[src/rtl/sdram_port_arbiter.sv]
// sdram_port_arbiter: shares the SDRAM controller cpu port between three toggle-handshake clients
module sdram_port_arbiter #(
    parameter bit PRIO_FIXED = 1'b0
) (
    input  logic        clk,
    input  logic        reset,
    input  logic        c0_req,
    output logic        c0_ack,
    input  logic        c0_we,
    input  logic [24:0] c0_addr,
    input  logic [31:0] c0_wdata,
    input  logic [3:0]  c0_be,
    output logic [31:0] c0_rdata,
    input  logic        c1_req,
    output logic        c1_ack,
    input  logic        c1_we,
    input  logic [24:0] c1_addr,
    input  logic [31:0] c1_wdata,
    input  logic [3:0]  c1_be,
    output logic [31:0] c1_rdata,
    input  logic        c2_req,
    output logic        c2_ack,
    input  logic        c2_we,
    input  logic [24:0] c2_addr,
    input  logic [31:0] c2_wdata,
    input  logic [3:0]  c2_be,
    output logic [31:0] c2_rdata,
    output logic        sd_rd,
    output logic [24:0] sd_raddr,
    input  logic        sd_rd_rdy,
    input  logic [31:0] sd_dout,
    output logic        sd_we,
    output logic [24:0] sd_waddr,
    output logic [31:0] sd_din,
    output logic [3:0]  sd_be,
    input  logic        sd_we_rdy
);
    typedef enum logic [1:0] {IDLE, ACCEPT, DONE} state_t;
    state_t      state, state_n;
    logic [2:0]  req, ack, pend;
    logic [31:0] rdata [3];
    logic [1:0]  nxt, base, alt1, alt2, sel, gnt;
    logic        wr, rdy, any, s_we;
    logic [24:0] s_addr;
    logic [31:0] s_wdata;
    logic [3:0]  s_be;

    assign req      = {c2_req, c1_req, c0_req};
    assign c0_ack   = ack[0];
    assign c1_ack   = ack[1];
    assign c2_ack   = ack[2];
    assign c0_rdata = rdata[0];
    assign c1_rdata = rdata[1];
    assign c2_rdata = rdata[2];

    // arbitration pick, selected client's request fields and next state
    always_comb begin
        pend    = req ^ ack;
        any     = |pend;
        base    = PRIO_FIXED ? 2'd0 : nxt;
        alt1    = base == 2'd2 ? 2'd0 : base + 2'd1;
        alt2    = base == 2'd0 ? 2'd2 : base - 2'd1;
        sel     = pend[base] ? base : pend[alt1] ? alt1 : alt2;
        s_we    = sel == 2'd0 ? c0_we    : sel == 2'd1 ? c1_we    : c2_we;
        s_addr  = sel == 2'd0 ? c0_addr  : sel == 2'd1 ? c1_addr  : c2_addr;
        s_wdata = sel == 2'd0 ? c0_wdata : sel == 2'd1 ? c1_wdata : c2_wdata;
        s_be    = sel == 2'd0 ? c0_be    : sel == 2'd1 ? c1_be    : c2_be;
        rdy     = wr ? sd_we_rdy : sd_rd_rdy;
        state_n = state == IDLE   ? (any ? ACCEPT : IDLE) :
                  state == ACCEPT ? (rdy ? ACCEPT : DONE) :
                                    (rdy ? IDLE : DONE);
    end

    // state, latched access towards the controller, and per-client completion
    always_ff @(posedge clk) begin
        if (reset) begin
            state    <= IDLE;
            sd_rd    <= 1'b0;
            sd_we    <= 1'b0;
            sd_raddr <= '0;
            sd_waddr <= '0;
            sd_din   <= '0;
            sd_be    <= '0;
            ack      <= '0;
            rdata    <= '{default: '0};
            nxt      <= 2'd0;
            gnt      <= 2'd0;
            wr       <= 1'b0;
        end else begin
            state <= state_n;
            if (state == IDLE && any) begin
                gnt      <= sel;
                wr       <= s_we;
                sd_rd    <= !s_we;
                sd_we    <= s_we;
                sd_raddr <= s_addr;
                sd_waddr <= s_addr;
                sd_din   <= s_wdata;
                sd_be    <= s_be;
            end
            if (state == ACCEPT && !rdy) begin
                sd_rd <= 1'b0;
                sd_we <= 1'b0;
            end
            if (state == DONE && rdy) begin
                ack[gnt] <= req[gnt];
                if (!wr)
                    rdata[gnt] <= sd_dout;
                nxt <= gnt == 2'd2 ? 2'd0 : gnt + 2'd1;
            end
        end
    end
endmodule

[config.mk]
export PLATFORM = sky130hd
export DESIGN_NAME = sdram_port_arbiter
export DESIGN_NICKNAME = d
export VERILOG_FILES = /design/src/rtl/sdram_port_arbiter.sv
export SDC_FILE = /design/constraint.sdc
export NUM_CORES = 1
export LEC_CHECK = 0
export ABC_AREA = 1
export CAP_MARGIN = 20
export CORE_MARGIN = 5
export CORE_UTILIZATION = 37
export DETAILED_ROUTE_END_ITERATION = 10
export PLACE_DENSITY_LB_ADDON = 0.05
export SYNTH_ARGS = -nofsm -noshare
export SYNTH_HDL_FRONTEND = slang
export SYNTH_SLANG_ARGS = --single-unit
[constraint.sdc]
create_clock -name clk -period 2.1 [get_ports clk]
set_input_delay 0.42 -clock clk [delete_from_list [all_inputs] [get_ports clk]]
set_output_delay 0.42 -clock clk [all_outputs]
set_load 0.005 [all_outputs]
==> summary.txt <==
Drt
  – Initial DRT Pass Iterations: 5
  – WL/cell: 16.3 µm
  – Final wirelength: 32400 µm
  – DRT antenna net count: 0
  – # DRC: 0
  – Vias: 9410
  – Vias/cell: 4.74
  – Initial DRC count: 547

Placement
  – I/O Buffers: 411
  – HPWL Detailed: 22800 µm
  – Placed Area: 0.0128 mm²
  – Routability cong.: 0.875

Layout
  – Fill count: 2004
  – Ratio of cells with drive above 1 in the final layout: 10.9%
  – Post-Layout Inst Area: 0.0141 mm²
  – Layout Nets: 1916
  – Commonest non-fill, non-tap cell in the layout: clkdlybuf4s50_1
  – Finished Core Util: 64.3%
  – Area grow syn2layout: 71.0%
  – Most frequent cells in the layout: clkdlybuf4s50_1 (408), nand2_1 (328), nor2_1 (198), dfxtp_1 (165), o21ai_0 (136)

Floorplanning
  – Die width: 159 µm
  – # IOs: 412
  – Area of the die: 0.0253 mm²
  – Chip height: 159 µm
  – Initial Util: 37.6%
  – Core box area: 0.0219 mm²
  – Num rows: 54

STA
  – Final setup fails: 2
  – Final Hold Fails: 0
  – Final Cycle Share: 101%
  – Setup TNS: -0.0220 ns
  – Crit path time final: 2.12 ns
  – Worst Clk Skew: 0.0161 ns
  – Worst setup margin: -0.0158 ns
  – Slew of the pin with the lowest slew margin: 0.580 ns
  – Final slew viol count: 0
  – Relative slew slack: 60.8%
  – Fmax: 0.473 GHz
  – RSZ-0062 raised after global routing: true

Run status
  – Outcome: complete, but fails checks
  – Failing checks: setup timing

Critical path
  – Critical path capture point type: flop
  – WP data required: 2.40 ns
  – Startpoint types: flop
  – Reg-to-reg setup timing slack: -0.02 ns
  – Kind of critical path: flop to flop
  – Crit path launch: base[0]
  – Crit Reg-Reg Startpoint: base[0]
  – Critical R2R Capture: sd_din[18]
  – CP arrival: 2.42 ns
  – Crit Path Max Fanout: 8
  – Reg2reg path depth: 16

Yosys
  – Compound-cell area share of the yosys netlist: 14.5%
  – Syn_area_per_cell: 6.39 µm²
  – Post-synth EDFFs: 0
  – YS warnings: 0
  – Post-Syn Area: 0.00823 mm²
  – Cells after Synth: 1289
  – Seq/Total Area, Yosys: 41.1%
  – FFs w/ async S/R, synth: 0%
  – Adder-cell area share of the yosys netlist: 0.456%
  – XOR/XNOR share of the synthesized area: 0.213%
  – Synth Area in Simple Gates: 29.9%
  – Synth unique cells: 28
  – Post-synthesis mux area share: 0%
  – Top_reg_cell synth: dfxtp_1
  – Yosys reg bits: 169
  – Synth Net Count: 1517
  – Largest family of logic cells by synthesized area: simple AND/OR/NAND/NOR gates

Power
  – Comb pwr share: 33.0%
  – Switching Power: 3.23 mW
  – Leakage power: 6.30 nW
  – Clock power share: 31.0%
  – Pwr Density: 719 mW/mm²
  – Pint: 6.88 mW
  – Switching share of total power: 32.0%
  – Fraction of power consumed by sequential logic: 36.0%
  – Worst vdd ir: 0.470 mV

Global routing
  – Global-route usage over all layers: 23.3%
  – First-pass GRT wire length: 48200 µm
  – Largest net degree at the start of global routing: 100
  – Gr ovfl total: 0
  – Number of global-route vias before repair: 8899
  – Initial antenna violation count: 4

Clock network
  – Largest buffer count on any clock path: 2
  – Clock slew at reported path FFs: 0.07 ns
  – Num CTS Buffers: 17
  – Worst skew pair latency: 0.44 ns
  – CTS Hold Bufs: 0
  – Clock root buffer: clkbuf_16
  – CTS tree: done
  – Htree depth: 4
  – Clk sinks: 169

Hold path
  – Worst Hold End: sd_din[10]
  – Hold path start: sd_din[10]
  – Worst Hold Class: flop to flop
  – Worst Hold Path Cells: 2

Job
  – Max-Cap Viols: 0
logic make-up (layout without fill, tap and decap cells):
group	Yosys count	after routing
and+or+nand+nor	621	622
DFF	169	169
adders and majority gates	3	3
xor gates and xnor gates	2	2
other	0	3
buffers and inverters	257	668
AOI/OAI and AO/OA	237	237
area by class of cell:
cell class,count,area [µm²],share of cell area (%)
antenna,3,7.51,0.0533
clock buffer,18,439,3.12
clock inverter,14,150,1.07
inverter,150,563,4.00
multi-input combinational,864,4020,28.6
sequential,169,3390,24.1
tap,280,350,2.49
timing repair buffer,486,5150,36.6
metrics by stage:
stage	instances	hold slack, ns	worst slack [ns]	power, mW
floorplan	1289	0.457	0.113	5.10
global placement	1932	0.451	-0.445	6.66
detailed placement	1932	0.453	-0.441	6.69
CTS	1968	0.463	-0.00728	9.89
global route	1984	0.484	-0.139	10.7
finish	1984	0.463	-0.0158	10.1
cell usage after synthesis, types with 2 or more instances:
| cell | instances | share of area [%] |
|---|---|---|
| nand2_2 | 3 | 0.23 |
| clkbuf_1 | 44 | 2.0 |
| buf_2 | 25 | 1.5 |
| buf_6 | 4 | 0.55 |
| o21ai_0 | 159 | 9.7 |
| clkinv_1 | 7 | 0.32 |
| inv_1 | 140 | 6.4 |
| nor2_1 | 199 | 9.1 |
| nor3_1 | 2 | 0.12 |
| dfxtp_1 | 169 | 41 |
| nand3_1 | 72 | 4.4 |
| inv_2 | 3 | 0.14 |
| buf_1 | 4 | 0.18 |
| nand2_1 | 341 | 16 |
| a21oi_1 | 71 | 4.3 |
| o21ai_1 | 4 | 0.24 |
| buf_4 | 29 | 2.6 |
| ha_1 | 3 | 0.46 |
power groups by stage:
stage | Sequential [mW] | Combinational (mW) | Clock (mW)
floorplan | 3.70 | 1.40 | 0
finish | 3.64 | 3.34 | 3.13
CTS | 3.64 | 3.05 | 3.20
global route | 3.67 | 3.66 | 3.33
detailed placement | 3.71 | 2.97 | 0
global placement | 3.70 | 2.96 | 0
layer usage:
metal,GRT usage [%],up-vias,routed length [µm]
li1,-,4784,-
met1,27.4,4172,12800
met2,39.1,380,15500
met3,8.10,72,2980
met4,9.34,2,1140
met5,0,-,13
how the worst max path moves through the flow:
stage	endpoint	slack (ns)	cells past startpoint
floorplan	sd_din[10]	0.11	16
global route	sd_din[11]	-0.14	16
detailed placement	sd_be[1]	-0.44	15
global placement	sd_be[1]	-0.44	12
finish	sd_din[18]	-0.02	16
CTS	sd_we	-0.007	16
worst max-delay path, stage by stage (launching register included):
cell and delay (ns):
dfxtp_2 0.36, inv_2 0.06, ha_4 0.17, inv_2 0.06, nand3_2 0.07, nand2_2 0.09
nand2_4 0.06, a21oi_4 0.16, nor2_4 0.07, nor2_8 0.24, clkbuf_16 0.22, clkbuf_16 0.15
nand3_2 0.05, nand2_1 0.06, inv_1 0.04, nand2_1 0.06, a21oi_2 0.06
registers in the layout, summed over array words and instances, names as in the netlist:
register,flops
ack,3
c2_rdata,32
c0_rdata,32
sd_waddr,25
gnt,2
sd_be,4
sd_we,1
wr,1
state,2
sd_rd,1
sd_din,32
base,2
c1_rdata,32
what timing repair did:
action,CTS,global route
resized for setup,9,105
cloned,2,11
setup endpoints to repair,42,90
pin swaps,2,20
endpoints found under the hold margin,0,0
setup buffers,2,2
Power figures use the tool's default switching activity.
